===== config.mk =====
export PLATFORM = sky130hd
export DESIGN_NAME = regfile_cmd_ctrl
export DESIGN_NICKNAME = d
export VERILOG_FILES = /design/src/rtl/regfile_ctrl_pkg.sv /design/src/rtl/regfile_cmd_ctrl.sv
export SDC_FILE = /design/constraint.sdc
export NUM_CORES = 1
export LEC_CHECK = 0
export BUFFER_PORTS_ARGS = -buffer_cell sky130_fd_sc_hd__buf_2
export CAP_MARGIN = 20
export CORE_MARGIN = 2
export CORE_UTILIZATION = 43
export DETAILED_ROUTE_END_ITERATION = 8
export GPL_TIMING_DRIVEN = 0
export PLACE_DENSITY = 0.7
export SKIP_LAST_GASP = 1
export SLEW_MARGIN = 20
export SYNTH_ARGS = -nofsm -noshare
export SYNTH_HDL_FRONTEND = slang
export SYNTH_SLANG_ARGS = --single-unit

===== constraint.sdc =====
create_clock -name clk -period 1.6 [get_ports clk]
set_input_delay 0.32 -clock clk [delete_from_list [all_inputs] [get_ports clk]]
set_output_delay 0.32 -clock clk [all_outputs]
set_load 0.02 [all_outputs]

===== src/rtl/regfile_ctrl_pkg.sv =====
// Shared opcode/state types for the register-file command front-end.
package regfile_ctrl_pkg;

    typedef enum logic [1:0] {
        WRITE    = 2'd0,
        READ     = 2'd1,
        SET_BITS = 2'd2,
        CLR_BITS = 2'd3
    } op_e;

    typedef enum logic [2:0] {
        IDLE     = 3'd0,
        RD_ISSUE = 3'd1,
        RD_WAIT  = 3'd2,
        WR_ISSUE = 3'd3,
        RESP     = 3'd4
    } state_e;

    localparam int MAX_RD_LATENCY = 3;

endpackage


===== src/rtl/regfile_cmd_ctrl.sv =====
// Command front-end sequencing a register file: write, read and read-modify-write
// bit set/clear, one command in flight, one response per command.
module regfile_cmd_ctrl
    import regfile_ctrl_pkg::*;
#(
    parameter int MEM_WIDTH    = 8,
    parameter int ADDRESS_SIZE = 4,
    parameter int MEM_DEPTH    = 16,
    parameter int RD_LATENCY   = 1
) (
    input  logic                    clk,
    input  logic                    rst,
    input  logic                    cmd_valid,
    output logic                    cmd_ready,
    input  op_e                     cmd_op,
    input  logic [ADDRESS_SIZE-1:0] cmd_addr,
    input  logic [MEM_WIDTH-1:0]    cmd_data,
    output logic                    rsp_valid,
    input  logic                    rsp_ready,
    output logic [MEM_WIDTH-1:0]    rsp_data,
    output logic                    rsp_err,
    output logic [MEM_WIDTH-1:0]    rf_data_in,
    output logic [ADDRESS_SIZE-1:0] rf_address_in,
    output logic                    rf_write_read_n,
    input  logic [MEM_WIDTH-1:0]    rf_data_out,
    output logic                    busy
);

    localparam int CNT_W = $clog2(MAX_RD_LATENCY);

    state_e                  state, state_n;
    logic [CNT_W-1:0]        cnt, cnt_n;
    op_e                     op_q, op_n;
    logic [MEM_WIDTH-1:0]    data_q, data_n;
    logic [MEM_WIDTH-1:0]    rf_data_in_n;
    logic [ADDRESS_SIZE-1:0] rf_address_in_n;
    logic                    rf_wr_n;
    logic                    rsp_valid_n;
    logic [MEM_WIDTH-1:0]    rsp_data_n;
    logic                    rsp_err_n;
    logic                    rd_done;

    assign cmd_ready = (state == IDLE) && !rst;
    assign busy      = (state != IDLE);

    always_ff @(posedge clk) begin
        if (rst) begin
            state           <= IDLE;
            cnt             <= '0;
            op_q            <= WRITE;
            data_q          <= '0;
            rf_data_in      <= '0;
            rf_address_in   <= '0;
            rf_write_read_n <= 1'b0;
            rsp_valid       <= 1'b0;
            rsp_data        <= '0;
            rsp_err         <= 1'b0;
        end else begin
            state           <= state_n;
            cnt             <= cnt_n;
            op_q            <= op_n;
            data_q          <= data_n;
            rf_data_in      <= rf_data_in_n;
            rf_address_in   <= rf_address_in_n;
            rf_write_read_n <= rf_wr_n;
            rsp_valid       <= rsp_valid_n;
            rsp_data        <= rsp_data_n;
            rsp_err         <= rsp_err_n;
        end
    end

    always_comb begin
        state_n         = state;
        cnt_n           = cnt;
        op_n            = op_q;
        data_n          = data_q;
        rf_data_in_n    = rf_data_in;
        rf_address_in_n = rf_address_in;
        rf_wr_n         = 1'b0;
        rsp_valid_n     = rsp_valid;
        rsp_data_n      = rsp_data;
        rsp_err_n       = rsp_err;
        rd_done         = 1'b0;

        case (state)
            IDLE: begin
                if (cmd_valid) begin
                    op_n   = cmd_op;
                    data_n = cmd_data;
                    if (int'(cmd_addr) >= MEM_DEPTH) begin
                        // Out-of-range: answer immediately, never touch the register file.
                        state_n     = RESP;
                        rsp_valid_n = 1'b1;
                        rsp_err_n   = 1'b1;
                        rsp_data_n  = '0;
                    end else begin
                        rf_address_in_n = cmd_addr;
                        if (cmd_op == WRITE) begin
                            rf_data_in_n = cmd_data;
                            rf_wr_n      = 1'b1;
                            state_n      = WR_ISSUE;
                        end else begin
                            state_n = RD_ISSUE;
                        end
                    end
                end
            end
            RD_ISSUE: begin
                if (RD_LATENCY <= 1) begin
                    rd_done = 1'b1;
                end else begin
                    cnt_n   = CNT_W'(RD_LATENCY - 2);
                    state_n = RD_WAIT;
                end
            end
            RD_WAIT: begin
                if (cnt == '0) rd_done = 1'b1;
                else           cnt_n   = cnt - CNT_W'(1);
            end
            WR_ISSUE: begin
                state_n     = RESP;
                rsp_valid_n = 1'b1;
                rsp_err_n   = 1'b0;
                if (op_q == WRITE) rsp_data_n = data_q;
            end
            RESP: begin
                if (rsp_ready) begin
                    state_n     = IDLE;
                    rsp_valid_n = 1'b0;
                end
            end
            default: state_n = IDLE;
        endcase

        // Read data is valid now; bit ops report the pre-modification value.
        if (rd_done) begin
            rsp_data_n = rf_data_out;
            rsp_err_n  = 1'b0;
            if (op_q == READ) begin
                state_n     = RESP;
                rsp_valid_n = 1'b1;
            end else begin
                state_n      = WR_ISSUE;
                rf_wr_n      = 1'b1;
                rf_data_in_n = (op_q == SET_BITS) ? (rf_data_out | data_q)
                                                  : (rf_data_out & ~data_q);
            end
        end
    end

endmodule


* After elaboration in Yosys (flattened, before gate mapping)
Index checks and enable logic that the tools add are counted.
** Word-level totals
- Flip-flop bits (word level) :: 37
- Output and inout port bits :: 25
** Cells by class
- Add/sub/neg operators :: 1
- Equal/unequal tests :: 9
- Muxes and demuxes :: 26
- Bitwise gates (word level) :: 4
- Reduce and logical (&&, ||, !) cells :: 14
** Operators by type and width (count)
- 8-bit two-way mux :: 9
- 3-bit two-way mux :: 4
- 3-bit case mux with 4 select lines :: 1
- 1-bit two-way mux :: 9
- 8-bit AND :: 1
- 8-bit inverter :: 1
- 8-bit bitwise OR :: 1
- 3-bit by 2-bit == test with 1-bit output (second input constant) :: 2
- 2-bit logical NOT :: 3
- 3-bit != test (second input constant) :: 2
- 2-bit AND reduction :: 3
- 1-bit case mux with 2 select lines :: 2
- 2-bit nonzero test :: 2
- 3-bit by 1-bit == test with 1-bit output (second input constant) :: 1
- 3-bit == test (second input constant) :: 1
- 3-bit logical NOT :: 1
- 3-bit AND reduction :: 1
- 3-bit nonzero test :: 1
- 2-bit by 1-bit == test with 1-bit output (second input constant) :: 1
- 2-bit == test (second input constant) :: 1
- 2-bit two-way mux :: 1
- 2-bit by 1-bit != test with 1-bit output (second input constant) :: 1
- 2-bit OR reduction :: 1
- 2-bit by 1-bit subtractor with 2-bit output (second input constant) :: 1
- other kinds (3) :: 3

* Logic depth before layout (Yosys ltp)
Gate-level depths: netlist of the first run.
- Word-level depth :: 6
- Gate-level depth with buffers :: 7
- Gate-level depth less buffers :: 6

* Worst setup path before layout of the first run
OpenSTA, ideal clock, no wires.
- Path kind :: register -> register
- Start point :: register cnt[0]
- End point :: register rsp_data[5]
- Library setup time :: 139 ps
- Arrival :: 1391 ps
- Data required time :: 1461 ps
- Slack :: 71 ps
- Cell stages (with the launch flop) :: 8
- Path buffers :: 1
- Path through :: dfxtp_1 -> inv_1 -> ha_1 -> and4bb_1 -> a31o_2 -> buf_6 -> nor2_1 -> a211oi_2
** On the way
- Cells in the longest elaborated chain, start to end :: 5
- Elaborated cells between the ends (all ways) :: 7
** RTL lines
- start: declaration :: RTL line regfile_cmd_ctrl.sv:32 : logic [CNT_W-1:0] cnt, cnt_n;
- start signal: assignment :: RTL line regfile_cmd_ctrl.sv:60 : cnt <= cnt_n;
- 2-bit logical NOT (*) :: RTL line regfile_cmd_ctrl.sv:117 : if (cnt == '0) rd_done = 1'b1;
- 1-bit two-way mux (*) :: RTL line regfile_cmd_ctrl.sv:117
- 1-bit case mux with 2 select lines (*) :: RTL line regfile_cmd_ctrl.sv:85 : case (state)
- 2-bit nonzero test (no source line)
- 2-bit AND reduction (no source line)
- end signal: assignment :: RTL line regfile_cmd_ctrl.sv:67 : rsp_data <= rsp_data_n;
- end: declaration :: RTL line regfile_cmd_ctrl.sv:20 : output logic [MEM_WIDTH-1:0] rsp_data,
Mark *: on every way between the ends. The rest lies on a longest branch, timed or not.
A chain may end at the register's enable or synchronous reset.

* Worst setup path in the final report of the first run
- Start point :: register state[1]
- End point :: output port cmd_ready
** On the way
- Cells in the longest elaborated chain, start to end :: 2
** RTL lines
- start: declaration :: RTL line regfile_cmd_ctrl.sv:31 : state_e state, state_n;
- start signal: assignment :: RTL line regfile_cmd_ctrl.sv:59 : state <= state_n;
- 3-bit logical NOT :: RTL line regfile_cmd_ctrl.sv:43 : assign cmd_ready = (state == IDLE) && !rst;
- 1-bit logical AND :: RTL line regfile_cmd_ctrl.sv:43
- end: declaration :: RTL line regfile_cmd_ctrl.sv:14 : output logic cmd_ready,
No other way between the ends.

==> results.tsv, run 1 <==
stage	metric	value	unit
grt	vias in the first global route	1490	
clock_tree	TritonCTS buffer count	5	
setup_path	CP Buf/Inv Count	3	
sta	Final Cycle Share	98.63	%
final_layout	Multi-input gate area	994.7	sq um
sta	Final Hold Vio Count	0	
sta	Slew Limit Headroom	58.80	%
logic_synthesis	leading area contributor after synthesis	dfxtp_1	
final_layout	final instance area	2369	sq um
floorplanning	core area	3971	sq um
logic_synthesis	syn_area_per_cell	9.234	sq um
clock_tree	CTS tree	yes	
sta	Setup-failing EPs final	0	
power	Psw	0.002021	W
sta	Slew Viols, Final	0	
place	DP Area	2076	sq um
setup_path	worst endpoint data arrival time	1.26	ns
logic_synthesis	number of synthesized register bits	37	
grt	largest net degree at the start of global routing	13	
status	outcome	finished clean	
final_layout	Nets	283	
routing	DRC viols	0	
floorplanning	I/O pin cnt	51	
power	Tot Pwr	0.004864	W
setup_path	peak fanout along the critical path	6	
power	register share of total power	29.0	%
logic_synthesis	Synth top cells by count	dfxtp_1 (37), nand2_1 (32), mux2i_1 (17)	
power	Comb pwr share	53.3	%
setup_path	Slowest-stage cell, CP	dfxtp_4	
logic_synthesis	post-synth top area share	41.78	%
power	PwrDens	2054	nW/um^2
final_layout	post-layout util	59.64	%
clock_tree	CTS root buf	clkbuf_8	
sta	RSZ-0062 raised after global routing	yes	
grt	initial antenna violation count	0	
setup_path	CP Class	reg -> out	
logic_synthesis	sequential share of the synthesized area	41.78	%
sta	min cycle time layout	1.578	ns
setup_path	startpoint types	flip-flop	
min_path	Tightest Hold Check Type	in -> reg	
place	Port Buffers	48	
sta	fin worst setup slack	0.02195	ns
routing	WL per Instance	14.71	um
logic_synthesis	Synth cell types	34	
clock_tree	clk_lat worst skew	0.30	ns
job	Max Cap Viol	0	
routing	drt pass-1 iters	4	
routing	initial DRC count	77	
floorplanning	Chip Width	68.21	um
final_layout	area growth from synthesis to layout	33.59	%
final_layout	layout cells sized above 1	38.91	%
power	P_leak	1.010	nW
setup_path	worst-path cell chain	buf_12 > nor3_4 > inv_2 > nor2_1 > buf_4	
logic_synthesis	synth warn	0	
grt	total global routing overflow	0	
logic_synthesis	total nets after synthesis	219	
place	DP Worst Slack	-0.1866	ns
clock_tree	clock sinks	37	
setup_path	slowest cell delay on critical path	0.36	ns
floorplanning	Initial Util	44.64	%
setup_path	critical path's top delay family	flip-flops	
sta	Fmax	633.7	MHz
logic_synthesis	most area-consuming cells after synthesis	dfxtp_1 (42%), mux2i_1 (9.6%), a211oi_1 (6.8%)	
sta	worst-case clock skew	0.008275	ns
routing	Vias/cell	5.244	
final_layout	# diodes	0	
final_layout	fillers	353	
power	Worst VDD drop	0.9392	mV
logic_synthesis	Post-Syn Instances	192	
clock_tree	H-tree depth reported by CTS	2	
place	Post-DP HPWL	3011	um
sta	Setup TNS Final	0	ns
routing	final wirelength	4517	um
floorplanning	die area	4653	sq um
power	clock power share	17.7	%
logic_synthesis	async set-or-reset flop fraction in the synthesized netlist	0	%
routing	ANT nets after route	0	
setup_path	nature of the critical path endpoint	output pin	
grt	Total GRT Usage	21.17	%
setup_path	worst path required time	1.28	ns
grt	first-pass GRT wire length	7217	um
power	Switching Share	41.55	%
floorplanning	row count	23	
floorplanning	Die Ht	68.21	um
logic_synthesis	ys flop type	dfxtp_1	
logic_synthesis	count leader, synth	dfxtp_1	
sta	worst slew pin tran	0.6179	ns
clock_tree	Max clock buf depth	2	
routing	routed vias	1610	
logic_synthesis	Mapped Area	1773	sq um
final_layout	Storage cell area	745.7	sq um
logic_synthesis	EDFF count, synth	0	
place	routability cong.	0.7648	
power	internal power	0.002843	W
clock_tree	Clk pin slew, worst setup/hold paths	0.08	ns
## power by group through the flow
stage / logic [W] / registers (W) / clock network [W]
after CTS: 0.00238 / 0.00140 / 0.000866
after global placement: 0.00217 / 0.00140 / 0
after floorplan: 0.00138 / 0.00165 / 0
after global routing: 0.00281 / 0.00145 / 0.000903
final: 0.00259 / 0.00141 / 0.000862
after detailed placement: 0.00218 / 0.00141 / 0
## metrics by stage
| stage | hold slack, ns | std cells |
|---|---|---|
| 2_1_floorplan | 0.4495 | 192 |
| 3_3_place_gp | 0.4438 | 290 |
| 3_5_place_dp | 0.4482 | 290 |
| 4_1_cts | 0.2612 | 301 |
| 5_1_grt | 0.2699 | 307 |
| 6_report | 0.2587 | 307 |
## cell usage in the layout, fill, tap and decap left out, types with 5 or more instances in the layout
| cell | synthesis | final |
|---|---|---|
| a21oi_1 | 16 | 16 |
| clkbuf_8 | 0 | 6 |
| nor2_1 | 14 | 12 |
| nand2_1 | 32 | 32 |
| mux2i_1 | 17 | 17 |
| buf_4 | 2 | 9 |
| a211oi_2 | 9 | 10 |
| inv_1 | 6 | 5 |
| nor2b_1 | 9 | 9 |
| dfxtp_1 | 37 | 35 |
| a211oi_1 | 16 | 15 |
| buf_2 | 1 | 48 |
## timing repair
item | in CTS | in global routing
resized for setup | 10 | 10
setup endpoints to repair | 20 | 16
hold buffers | 0 | 0
buffers inserted | 3 | 5
cloned | 0 | 1
pin swaps | 1 | 2
## tightest hold or removal path: stages
cell and delay [ns]:
buf_2 0.09, nand2_1 0.04, a21oi_1 0.05
## cells by family after synthesis
family | share of synthesized area (%)
AO/OA/AOI/OAI | 23.29
XOR/XNOR | 0.4941
adder cells (fa/ha/maj) | 0.7056
buffers and inverters | 5.997
flip-flops | 41.78
multiplexers | 9.598
other | 0.2115
AND/OR/NAND/NOR | 17.92
## flip-flops by register name, summed over array words and instances (netlist names)
name and cells:
cnt 2, data_q 8, op_q 2, rf_address_in 4, rf_data_in 8, rf_write_read_n 1
rsp_data 8, rsp_valid 1, state 3
## final timing paths
path / from / end / slack, ns / cells after the start
worst max-delay path: state[1]$_SDFFE_PP0P_ / cmd_ready / 0.02 / 5
worst min register to register: rf_address_in[2]$_SDFFE_PP0P_ / rf_address_in[2]$_SDFFE_PP0P_ / 0.46 / 2
worst min-delay path: cmd_addr[2] / rf_address_in[2]$_SDFFE_PP0P_ / 0.26 / 3
worst max register to register: cnt[0]$_SDFFE_PP0P_ / rsp_data[7]$_SDFFE_PP0P_ / 0.08 / 7
## area by class of cell
| type | instances | area share [%] |
|---|---|---|
| well taps | 50 | 2.641 |
| plain buffers | 12 | 4.015 |
| clock inverters | 2 | 1.585 |
| clock buffers | 6 | 3.487 |
| flip-flops and latches | 37 | 31.48 |
| inverters | 6 | 0.9509 |
| multi-input cells | 138 | 42.00 |
| repair buffers | 56 | 13.84 |
## metal layers
| layer | wire (um) | GRT usage (%) |
|---|---|---|
| met1 | 2116 | 30.52 |
| met2 | 2107 | 30.95 |
| met3 | 221 | 4.112 |
| met4 | 72 | 8.250 |
| met5 | 0 | 0 |
Note: power is estimated with default switching activity, not from simulation.
==> run 2, diff against run 1 <==
--- a/config.mk
+++ b/config.mk
@@ -7,7 +7,6 @@
 export LEC_CHECK = 0
 export BUFFER_PORTS_ARGS = -buffer_cell sky130_fd_sc_hd__buf_2
 export CAP_MARGIN = 20
-export CORE_MARGIN = 2
 export CORE_UTILIZATION = 43
 export DETAILED_ROUTE_END_ITERATION = 8
 export GPL_TIMING_DRIVEN = 0
==> results.tsv, run 2 (same netlist as run 1, synthesis figures left out) <==
stage	metric	value	unit
power	PwrDens	1995	nW/um^2
min_path	Worst Hold Launch	cmd_addr[3]	
grt	largest net degree at the start of global routing	12	
routing	ANT nets after route	0	
grt	vias in the first global route	1480	
final_layout	most common cell after layout, fill and taps aside	buf_2	
power	Switching Share	43.22	%
final_layout	area growth from synthesis to layout	32.89	%
clock_tree	CTS tree	yes	
status	outcome	finished clean	
clock_tree	CTS root buf	clkbuf_8	
routing	WL per Instance	14.96	um
clock_tree	H-tree depth reported by CTS	2	
sta	RSZ-0062 raised after global routing	yes	
routing	DRC viols	0	
grt	first-pass GRT wire length	7113	um
sta	worst slew pin tran	0.6202	ns
floorplanning	core area	3799	sq um
min_path	worst hold path endpoint	rf_address_in[3]$_SDFFE_PP0P_	
floorplanning	I/O pin cnt	51	
power	Worst VDD drop	0.9150	mV
grt	initial antenna violation count	0	
power	P_leak	1.013	nW
final_layout	commonest cells after routing, fill and taps aside	buf_2 (48), dfxtp_1 (33), nand2_1 (32)	
place	Port Buffers	48	
min_path	hold path depth	3	
clock_tree	Clk pin slew, worst setup/hold paths	0.07	ns
sta	Slew Viols, Final	0	
setup_path	FF-to-FF setup slack	0.06	ns
setup_path	Worst Reg-to-Reg Cells	7	
sta	Final Cycle Share	98.97	%
clock_tree	clk_lat worst skew	0.30	ns
routing	drt pass-1 iters	4	
sta	Setup-failing EPs final	0	
place	routability cong.	0.8665	
clock_tree	clock sinks	37	
clock_tree	TritonCTS buffer count	5	
floorplanning	Initial Util	46.67	%
sta	min cycle time layout	1.584	ns
grt	total global routing overflow	0	
sta	Fmax	631.5	MHz
job	Max Cap Viol	0	
setup_path	worst path required time	1.28	ns
power	Psw	0.002031	W
floorplanning	die area	4384	sq um
grt	Total GRT Usage	22.03	%
power	internal power	0.002669	W
floorplanning	row count	22	
power	register share of total power	29.7	%
setup_path	RR Startpoint	cnt[1]$_SDFFE_PP0P_	
final_layout	Nets	286	
floorplanning	Die Ht	66.21	um
place	placed cell count	288	
setup_path	nature of the critical path endpoint	output pin	
min_path	Tightest Hold Check Type	in -> reg	
clock_tree	Max clock buf depth	2	
routing	final wirelength	4608	um
setup_path	worst endpoint data arrival time	1.26	ns
final_layout	Final Non-Filler Cells	308	
power	Comb pwr share	56.7	%
final_layout	post-layout util	62.02	%
floorplanning	Chip Width	66.21	um
power	clock power share	13.6	%
final_layout	biggest regs	data_q x8, rf_data_in x8, rsp_data x8	
routing	Vias/cell	5.331	
place	Post-DP HPWL	2975	um
setup_path	peak fanout along the critical path	6	
final_layout	layout cells sized above 1	40.77	%
final_layout	final instance area	2356	sq um
final_layout	# diodes	0	
place	DP Area	2073	sq um
sta	worst-case clock skew	0.005830	ns
setup_path	startpoint types	flip-flop	
sta	Final Hold Vio Count	0	
setup_path	reg2reg end	rf_data_in[5]$_SDFF_PP0_	
routing	routed vias	1642	
routing	initial DRC count	69	
sta	Slew Limit Headroom	58.65	%
setup_path	CP Class	reg -> out	
==> run 2: changes by cell type in the layout (fill, tap and decap cells not counted), moves of 2 or more <==
cell      delta
buf_4        +4
buf_12       -3
dfxtp_2      +3
buf_8        +2
clkinv_2     +2
dfxtp_1      -2
inv_1        -2
inv_2        +2
==> run 2: critical path: stages (launching register included) <==
cell and delay (ns):
dfxtp_2 0.34, buf_8 0.13, nor3_4 0.19, inv_2 0.06, nor2_1 0.10, buf_4 0.15
==> run 2: stage by stage <==
stage	setup WS, ns	TNS (ns)	total power [W]	hold slack, ns
CTS	-0.001639	-0.001639	0.004411	0.2662
finish	0.01642	0	0.004700	0.2619
global route	-0.04626	-0.04626	0.004995	0.2575
global placement	-0.2269	-1.572	0.003575	0.4436
detailed placement	-0.2436	-2.036	0.003598	0.4455
floorplan	0.07057	0	0.003027	0.4495
==> run 2: power groups by stage <==
| stage | clock network (W) | registers, W | logic (W) |
|---|---|---|---|
| global placement | 0 | 0.00140 | 0.00218 |
| finish | 0.000638 | 0.00140 | 0.00266 |
| floorplan | 0 | 0.00165 | 0.00138 |
| CTS | 0.000638 | 0.00139 | 0.00238 |
| global route | 0.000683 | 0.00144 | 0.00287 |
| detailed placement | 0 | 0.00141 | 0.00219 |
==> run 2: what timing repair did <==
action	in CTS	in global routing
gates cloned	0	2
pin swaps	1	7
hold buffers	0	0
resized for setup	12	12
buffers inserted	5	5
setup endpoints to repair	21	15
==> run 2: worst max path at each step <==
stage,start,to,slack [ns]
2_1_floorplan,cnt[0]$_SDFFE_PP0P_,rsp_data[5]$_SDFFE_PP0P_,0.07
4_1_cts,cnt[0]$_SDFFE_PP0P_,rf_data_in[5]$_SDFF_PP0_,-0.002
3_3_place_gp,rst,cmd_ready,-0.23
5_1_grt,state[1]$_SDFFE_PP0P_,cmd_ready,-0.05
6_report,state[1]$_SDFFE_PP0P_,cmd_ready,0.02
3_5_place_dp,cnt[0]$_SDFFE_PP0P_,rf_data_in[5]$_SDFF_PP0_,-0.24
==> run 2: layout make-up <==
| cell class | instances | area (sq um) |
|---|---|---|
| clock inverters | 2 | 10.01 |
| clock buffers | 6 | 72.57 |
| flip-flops and latches | 37 | 745.7 |
| fillers | 333 | 1443 |
| well taps | 48 | 60.06 |
| multi-input cells | 138 | 1008 |
| inverters | 6 | 22.52 |
| repair buffers | 59 | 342.8 |
| plain buffers | 12 | 93.84 |
==> run 2: per-layer routing <==
layer / global-route usage, % / part of all wire [%] / up-vias / wire [um]
met5: 0 / 0 / - / 0
met4: 9.840 / 3.4 / 0 / 155
met3: 5.000 / 4.3 / 16 / 199
met2: 34.44 / 46 / 52 / 2129
met1: 28.65 / 46 / 757 / 2123
li1: - / - / 817 / -
==> run 3, diff against run 2 <==
--- a/config.mk
+++ b/config.mk
@@ -7,6 +7,7 @@
 export LEC_CHECK = 0
 export BUFFER_PORTS_ARGS = -buffer_cell sky130_fd_sc_hd__buf_2
 export CAP_MARGIN = 20
+export CORE_MARGIN = 5
 export CORE_UTILIZATION = 43
 export DETAILED_ROUTE_END_ITERATION = 8
 export GPL_TIMING_DRIVEN = 0
==> results.tsv, run 3 (same netlist as run 1, synthesis figures left out) <==
stage	metric	value	unit
setup_path	peak fanout along the critical path	8	
power	clock power share	13.8	%
routing	initial DRC count	38	
sta	Setup TNS Final	0	ns
min_path	Tightest Hold Check Type	in -> reg	
final_layout	Nets	284	
setup_path	worst endpoint data arrival time	1.24	ns
setup_path	Critical Path Source	state[1]$_SDFFE_PP0P_	
power	Psw	0.001942	W
power	Worst VDD drop	0.8215	mV
grt	vias in the first global route	1509	
routing	routed vias	1596	
routing	final wirelength	4547	um
routing	Vias/cell	5.199	
floorplanning	core area	4000	sq um
final_layout	commonest cells after routing, fill and taps aside	buf_2 (48), dfxtp_1 (34), nand2_1 (32)	
setup_path	reg2reg end	rsp_data[5]$_SDFFE_PP0P_	
sta	Slew Viols, Final	0	
clock_tree	Clk pin slew, worst setup/hold paths	0.07	ns
grt	total global routing overflow	0	
setup_path	RR Startpoint	cnt[0]$_SDFFE_PP0P_	
min_path	hold path depth	3	
place	Port Buffers	48	
routing	DRC viols	0	
place	DP Area	2076	sq um
floorplanning	Initial Util	44.32	%
sta	Fmax	640.1	MHz
power	Tot Pwr	0.004537	W
final_layout	area growth from synthesis to layout	29.99	%
sta	Final Hold Vio Count	0	
setup_path	CP Class	reg -> out	
grt	largest net degree at the start of global routing	12	
power	P_leak	0.9946	nW
grt	initial antenna violation count	0	
routing	ANT nets after route	0	
power	Comb pwr share	55.4	%
clock_tree	TritonCTS buffer count	5	
clock_tree	clock sinks	37	
final_layout	biggest regs	data_q x8, rf_data_in x8, rsp_data x8	
final_layout	most common cell after layout, fill and taps aside	buf_2	
place	Post-DP HPWL	3188	um
final_layout	Final Non-Filler Cells	307	
setup_path	crit path capture	cmd_ready	
grt	Total GRT Usage	17.04	%
sta	RSZ-0062 raised after global routing	yes	
floorplanning	die area	5507	sq um
floorplanning	row count	23	
sta	min cycle time layout	1.562	ns
place	routability cong.	0.8098	
routing	drt pass-1 iters	5	
clock_tree	clk_lat worst skew	0.29	ns
setup_path	FF-to-FF setup slack	0.08	ns
sta	worst slew pin tran	0.6243	ns
place	placed cell count	290	
setup_path	nature of the critical path endpoint	output pin	
floorplanning	Chip Width	74.21	um
setup_path	startpoint types	flip-flop	
power	PwrDens	1969	nW/um^2
setup_path	worst path required time	1.28	ns
clock_tree	CTS tree	yes	
power	internal power	0.002595	W
power	register share of total power	30.8	%
clock_tree	H-tree depth reported by CTS	2	
clock_tree	Max clock buf depth	2	
floorplanning	I/O pin cnt	51	
final_layout	layout cells sized above 1	38.13	%
sta	Final Cycle Share	97.64	%
final_layout	final instance area	2305	sq um
sta	Slew Limit Headroom	58.38	%
status	outcome	finished clean	
clock_tree	CTS root buf	clkbuf_8	
floorplanning	Die Ht	74.21	um
sta	Setup-failing EPs final	0	
power	Switching Share	42.81	%
sta	worst-case clock skew	0.005979	ns
job	Max Cap Viol	0	
grt	first-pass GRT wire length	7051	um
final_layout	# diodes	0	
routing	WL per Instance	14.81	um
setup_path	Worst Reg-to-Reg Cells	7	
==> run 3: changes by cell type in the layout (fill, tap and decap cells not counted), sizes merged <==
cell	before	now
clkinv	2	1
clkbuf	11	10
nand4	2	1
==> run 3: cell type report <==
type,count,area (sq um)
plain buffers,12,86.33
clock buffers,6,72.57
repair buffers,58,330.3
fillers,364,1695
well taps,50,62.56
flip-flops and latches,37,744.5
inverters,6,22.52
multi-input cells,137,977.2
clock inverters,1,8.758
==> run 3: repair_timing <==
action                     in CTS  in global routing
setup endpoints to repair      21                 18
gates resized for setup        10                  5
hold buffers                    0                  0
pin swaps                       1                  2
setup buffers                   4                  6
==> run 3: power groups by stage <==
stage | registers (W) | clock network (W) | logic [W]
final | 0.00140 | 0.000626 | 0.00252
after global placement | 0.00140 | 0 | 0.00218
after global routing | 0.00144 | 0.000670 | 0.00274
after CTS | 0.00139 | 0.000647 | 0.00241
after detailed placement | 0.00141 | 0 | 0.00219
after floorplan | 0.00165 | 0 | 0.00138
==> run 3: worst min-delay path by stage <==
stage | from | end | slack (ns)
floorplan | op_q[1]$_SDFFE_PP0P_ | op_q[1]$_SDFFE_PP0P_ | 0.45
global placement | rf_address_in[1]$_SDFFE_PP0P_ | rf_address_in[1]$_SDFFE_PP0P_ | 0.44
detailed placement | rf_address_in[2]$_SDFFE_PP0P_ | rf_address_in[2]$_SDFFE_PP0P_ | 0.44
CTS | cmd_addr[3] | rf_address_in[3]$_SDFFE_PP0P_ | 0.25
global route | cmd_addr[3] | rf_address_in[3]$_SDFFE_PP0P_ | 0.28
finish | cmd_addr[3] | rf_address_in[3]$_SDFFE_PP0P_ | 0.26
==> run 3: critical path, cell delays in order, from the launching register on <==
cell and delay [ns]:
dfxtp_2 0.33, buf_6 0.13, nor3_4 0.20, inv_2 0.07, nor2_1 0.09, buf_4 0.15
==> run 3: stage by stage <==
stage	hold WS (ns)	setup WS (ns)	utilization, %
finish	0.2594	0.03776	57.62
global route	0.2762	-0.01448	57.62
CTS	0.2544	-0.001550	56.05
detailed placement	0.4440	-0.2423	51.89
global placement	0.4404	-0.2368	51.89
floorplan	0.4495	0.07057	-
==> run 3: routing by layer <==
| layer | part of all wire [%] | up-vias | global-route usage [%] |
|---|---|---|---|
| li1 | - | 807 | - |
| met1 | 44 | 718 | 22.17 |
| met2 | 47 | 65 | 27.76 |
| met3 | 6.6 | 6 | 4.054 |
| met4 | 1.7 | 0 | 5.929 |
| met5 | 0 | - | 0 |
